`config.mk`:
```
export PLATFORM = sky130hd
export DESIGN_NAME = xc_sha3_lane_decode
export DESIGN_NICKNAME = d
export VERILOG_FILES = /design/src/rtl/xc_sha3_lane_decode.sv
export SDC_FILE = /design/constraint.sdc
export NUM_CORES = 1
export LEC_CHECK = 0
export ABC_CLOCK_PERIOD_IN_PS = 5330
export CORE_ASPECT_RATIO = 1.2
export CORE_MARGIN = 4
export CORE_UTILIZATION = 45
export CTS_CLUSTER_SIZE = 25
export DETAILED_ROUTE_END_ITERATION = 10
export GPL_ROUTABILITY_DRIVEN = 1
export PLACE_DENSITY = 0.74
export SLEW_MARGIN = 25
export SYNTH_ARGS = -nofsm -noshare
export SYNTH_HDL_FRONTEND = slang
export SYNTH_SLANG_ARGS = --single-unit
```
`constraint.sdc`:
```
create_clock -name clock -period 5.33 [get_ports clock]
set_input_delay 1.066 -clock clock [delete_from_list [all_inputs] [get_ports clock]]
set_output_delay 1.066 -clock clock [all_outputs]
set_load 0.01 [all_outputs]
```
`src/rtl/xc_sha3_lane_decode.sv`:
```
// rtl/xc_sha3_lane_decode.sv - shifted lane index to Keccak (x,y) decoder with optional inverse pi
module xc_sha3_lane_decode #(
    parameter bit INV_PI_EN = 1'b1
) (
    input  logic        clock,
    input  logic        reset,
    input  logic        in_valid,
    output logic        in_ready,
    input  logic [31:0] in_idx,
    input  logic [1:0]  in_shamt,
    input  logic        in_inv_pi,
    output logic        out_valid,
    input  logic        out_ready,
    output logic [2:0]  out_x,
    output logic [2:0]  out_y,
    output logic [4:0]  out_idx,
    output logic        out_err
);

    typedef enum logic [1:0] {IDLE, DIV, DONE} state_t;

    state_t      state, state_nxt;
    logic [4:0]  rem;
    logic [2:0]  ycnt;
    logic        inv_q;

    logic [31:0] lane;
    logic [31:0] low_mask;
    logic        req_err;
    logic        rem_ge5;
    logic [4:0]  pi_sum;
    logic [4:0]  pi_mod;
    logic [2:0]  fin_x;
    logic [2:0]  fin_y;

    assign lane     = in_idx >> in_shamt;
    assign low_mask = (32'd1 << in_shamt) - 32'd1;
    assign req_err  = (lane >= 32'd25) || ((in_idx & low_mask) != 32'd0);
    assign rem_ge5  = rem >= 5'd5;

    // rem <= 4 and ycnt <= 4 here, so the sum is at most 16 and needs at most three folds
    assign pi_sum = rem + 5'd3 * {2'b00, ycnt};
    always_comb begin
        pi_mod = pi_sum;
        if (pi_sum >= 5'd15)
            pi_mod = pi_sum - 5'd15;
        else if (pi_sum >= 5'd10)
            pi_mod = pi_sum - 5'd10;
        else if (pi_sum >= 5'd5)
            pi_mod = pi_sum - 5'd5;
    end

    always_comb begin
        fin_x = rem[2:0];
        fin_y = ycnt;
        if (inv_q) begin
            fin_x = pi_mod[2:0];
            fin_y = rem[2:0];
        end
    end

    always_ff @(posedge clock or posedge reset) begin
        if (reset)
            state <= IDLE;
        else
            state <= state_nxt;
    end

    always_comb begin
        state_nxt = state;
        case (state)
            IDLE: if (in_valid) state_nxt = req_err ? DONE : DIV;
            DIV:  if (!rem_ge5) state_nxt = DONE;
            DONE: if (out_ready) state_nxt = IDLE;
            default: state_nxt = IDLE;
        endcase
    end

    always_comb begin
        in_ready  = (state == IDLE);
        out_valid = (state == DONE);
    end

    always_ff @(posedge clock or posedge reset) begin
        if (reset) begin
            rem     <= 5'd0;
            ycnt    <= 3'd0;
            inv_q   <= 1'b0;
            out_x   <= 3'd0;
            out_y   <= 3'd0;
            out_idx <= 5'd0;
            out_err <= 1'b0;
        end else begin
            case (state)
                IDLE: begin
                    if (in_valid) begin
                        if (req_err) begin
                            out_err <= 1'b1;
                            out_x   <= 3'd0;
                            out_y   <= 3'd0;
                            out_idx <= 5'd0;
                        end else begin
                            rem   <= lane[4:0];
                            ycnt  <= 3'd0;
                            inv_q <= in_inv_pi & INV_PI_EN;
                        end
                    end
                end
                DIV: begin
                    if (rem_ge5) begin
                        rem  <= rem - 5'd5;
                        ycnt <= ycnt + 3'd1;
                    end else begin
                        out_x   <= fin_x;
                        out_y   <= fin_y;
                        out_idx <= {2'b00, fin_x} + 5'd5 * {2'b00, fin_y};
                        out_err <= 1'b0;
                    end
                end
                default: ;
            endcase
        end
    end

endmodule

```
==> summary.txt <==
Global route
  • Antenna violations before repair: 0
  • Wire length of the first global-routing pass: 8840 um
  • Maximum number of pins on one net before global-route repair: 24
  • Global-route usage over all layers: 0.178
  • Via count of the first global-routing pass: 2037
  • Final global-route overflow total: 0

Routing
  • Met1 Wirelength: 2120 um
  • Detailed-routed wire length on met2: 2640 um
  • WL per Instance: 14.9 um
  • Detail Route met3 WL: 273 um
  • Wire length reported by the detailed router: 5120 um
  • Antenna violation net count after detailed routing: 0
  • Ratio of routed vias to standard cells: 5.74
  • Number of vias after detailed routing: 1976
  • DRC violation count after routing: 0
  • Highest metal layer used by the detailed router: met4
  • Number of search-and-repair iterations in the first detailed-routing pass: 4
  • DRT iter0 DRCs: 51

Power
  • Max rail drop VDD: 0.000197 V
  • Leakage dissipation: 1.20 nW
  • Power per cell area: 482 nW/um^2

Floorplan
  • Die outline area: 6050 um^2
  • X dimension of the die: 71.7 um
  • Die outline height: 84.4 um
  • Number of rows created at floorplan: 27
  • Initial Util: 0.470
  • # IOs: 53
  • Floorplan core area: 4660 um^2

Logic synthesis
  • Flop and latch count out of synthesis: 23
  • Synth cell types: 49
  • Sequential-to-total area share from yosys stat: 0.263
  • FFs w/ async S/R, synth: 1.00
  • Leading cell types by count after synthesis: 25 x sky130_fd_sc_hd__ha_1, 23 x sky130_fd_sc_hd__dfrtp_1, 23 x sky130_fd_sc_hd__nor2_1
  • Leading cell types by total area after synthesis: sky130_fd_sc_hd__dfrtp_1 26%, sky130_fd_sc_hd__ha_1 14%, sky130_fd_sc_hd__mux2i_1 5.5%
  • Number of enable-type register cells in the synthesized netlist: 0
  • Area of the mapped netlist: 2190 um^2
  • Largest area contributor in the netlist: sky130_fd_sc_hd__dfrtp_1
  • Post-Synthesis Cells: 238
  • Synth Flop Type: sky130_fd_sc_hd__dfrtp_1
  • Syn_nets: 306
  • Yosys warnings: 0
  • Share of the synthesized area in the top cell type: 0.263
  • Cell with the most instances after synthesis: sky130_fd_sc_hd__ha_1
  • Synthesized area per cell: 9.21 um^2

Critical path
  • Critical path's largest stage delay: 560 ps
  • Number of buffers and inverters on the critical path: 0
  • Maximum fanout along the worst path: 7
  • Critical path's top delay family: adder cells
  • Element type at the critical path start: register
  • Launch instance of the worst register-to-register path: rem[1]
  • Slowest-stage cell, CP: sky130_fd_sc_hd__fa_1
  • Type of destination of the critical path: register
  • Cell with the most instances on the worst path: sky130_fd_sc_hd__ha_1
  • Type of the worst setup path: reg2reg
  • Critical path origin: rem[1]
  • Cell-by-cell listing of the critical path: fa_1 -> ha_1 -> fa_1 -> ha_1 -> a21oi_1 -> o211ai_1 -> a2111oi_0 -> xnor2_1 -> mux2i_1 -> ha_1 -> ha_1 -> fa_1 -> xnor2_1 -> nor2_1 -> mux2_2
  • Worst EP required: 5490 ps
  • Depth of the worst register-to-register path: 15
  • Critical path depth in cells: 15
  • Worst Path Arrival: 4770 ps

STA
  • Endpoints failing setup: 0
  • Post-Route Setup TNS: 0 ps
  • Fmax: 217 MHz
  • Portion of the clock cycle consumed by the worst path in the final layout: 0.865
  • Hold violation total from the final report: 0
  • Fin Clk Skew: 6.55 ps
  • Transition at the pin with the smallest max-transition slack: 836 ps
  • Worst hold slack after final layout: 513 ps
  • Final min period: 4610 ps
  • Slew Limit Fails: 0
  • Max-slew headroom at the worst pin: 0.439
  • Setup repair after global routing missed its margin: false

Layout
  • Antenna cell count: 0
  • Post-layout utilization of the core: 0.598
  • Fraction of layout cells with a size suffix above 1: 0.0734
  • Layout Nets: 355
  • Layout Cells excl Fill: 344
  • Total non-filler cell area in the finished layout: 2790 um^2
  • Relative area change from synthesis to final layout: 27.3%

CTS
  • CTS Hold Buffers Added: 0
  • Clk_lat worst skew: 270 ps
  • Htree depth: 1
  • Buffer count from post-CTS setup fixing: 0
  • Cell chosen for the clock root: sky130_fd_sc_hd__clkbuf_8
  • Total clock sinks: 23
  • Quantity of gates resized following cts: 0
  • TritonCTS Buffers: 3
  • Maximum buffer depth of the clock tree: 2
  • Clock transition time at the flip-flop clock pins of the worst setup and hold paths: 90 ps
  • CTS tree: built

Placed design
  • Count of input and output buffers: 52
  • Routability Congestion: 0.884
  • Post-placement cell area: 2740 um^2
  • Estimated wirelength of the detail-placed design: 4250 um
  • Inst Count DP: 340

Hold path
  • HP Class: reg2reg
  • Worst hold path stage count: 2
  • Hold path start: out_x[1]

Job
  • Number of maximum-capacitance constraint violations: 0

Outcome
  • Status: finished clean
## registers in the layout, indices dropped and copies added, names as in the netlist
register  cells
out_idx       5
rem           5
out_x         3
out_y         3
ycnt          3
state         2
inv_q         1
out_err       1
## tightest hold or removal path, delay by kind of cell (launching register included)
kind                   cells  cell delay, ps
DFF                        1             380
buffers and inverters      1              50
AOI/OAI and AO/OA          1              50
## power by group
group	switching [mW]	leakage, nW	internal (mW)
Combinational	0.499	0.878	0.422
Clock	0.0599	0.0255	0.0524
Sequential	0.0816	0.301	0.228
Total	0.641	1.20	0.702
## worst paths after layout
check / to / slack [ps]
max: out_idx[3] / 720
min: out_x[1] / 510
max reg2reg: out_idx[3] / 720
min reg2reg: out_x[1] / 510
max in group asynchronous: state[0] / 3780
min in group asynchronous: out_y[0] / 1150
## logic make-up after synthesis
kind of cell	share of synthesized area
and+or+nand+nor	0.169
AOI/OAI and AO/OA	0.174
buffers and inverters	0.0565
adders and majority gates	0.179
muxes	0.130
DFF	0.263
xor gates and xnor gates	0.0280
## cells in the final DEF (no fill, tap or decap), drive strengths merged, types with 3 or more instances in the layout
master / instances
dfrtp: 23
ha: 25
nor4: 6
or2: 3
clkdlybuf4s50: 52
a31oi: 4
inv: 21
nor2: 23
nor3: 5
xnor2: 5
nand2: 14
mux2: 8
fa: 4
o21ai: 9
mux4: 3
a21oi: 12
clkbuf: 3
nand2b: 6
nand3: 6
mux2i: 12
a21o: 3
o2bb2ai: 3
## stage by stage
stage / total power, mW / worst slack (ps)
2_1_floorplan: 0.962 / 1070
3_3_place_gp: 1.20 / 883
3_5_place_dp: 1.23 / 784
4_1_cts: 1.35 / 740
5_1_grt: 1.49 / 383
6_report: 1.34 / 719
## cell type report
| class | instances | area (um^2) |
|---|---|---|
| Clock buffer | 3 | 41.3 |
| Clock inverter | 1 | 5.00 |
| Fill cell | 414 | 1870 |
| Inverter | 22 | 82.6 |
| Multi-Input combinational cell | 185 | 1490 |
| Sequential cell | 23 | 576 |
| Tap cell | 58 | 72.6 |
| Timing Repair Buffer | 52 | 520 |
## metal layers
layer | vias to the layer above | GRT usage
met5 | - | 0
met4 | 0 | 0.0581
met3 | 7 | 0.0263
met2 | 59 | 0.323
met1 | 943 | 0.211
li1 | 967 | -
Note: power is estimated with default switching activity, not from simulation.
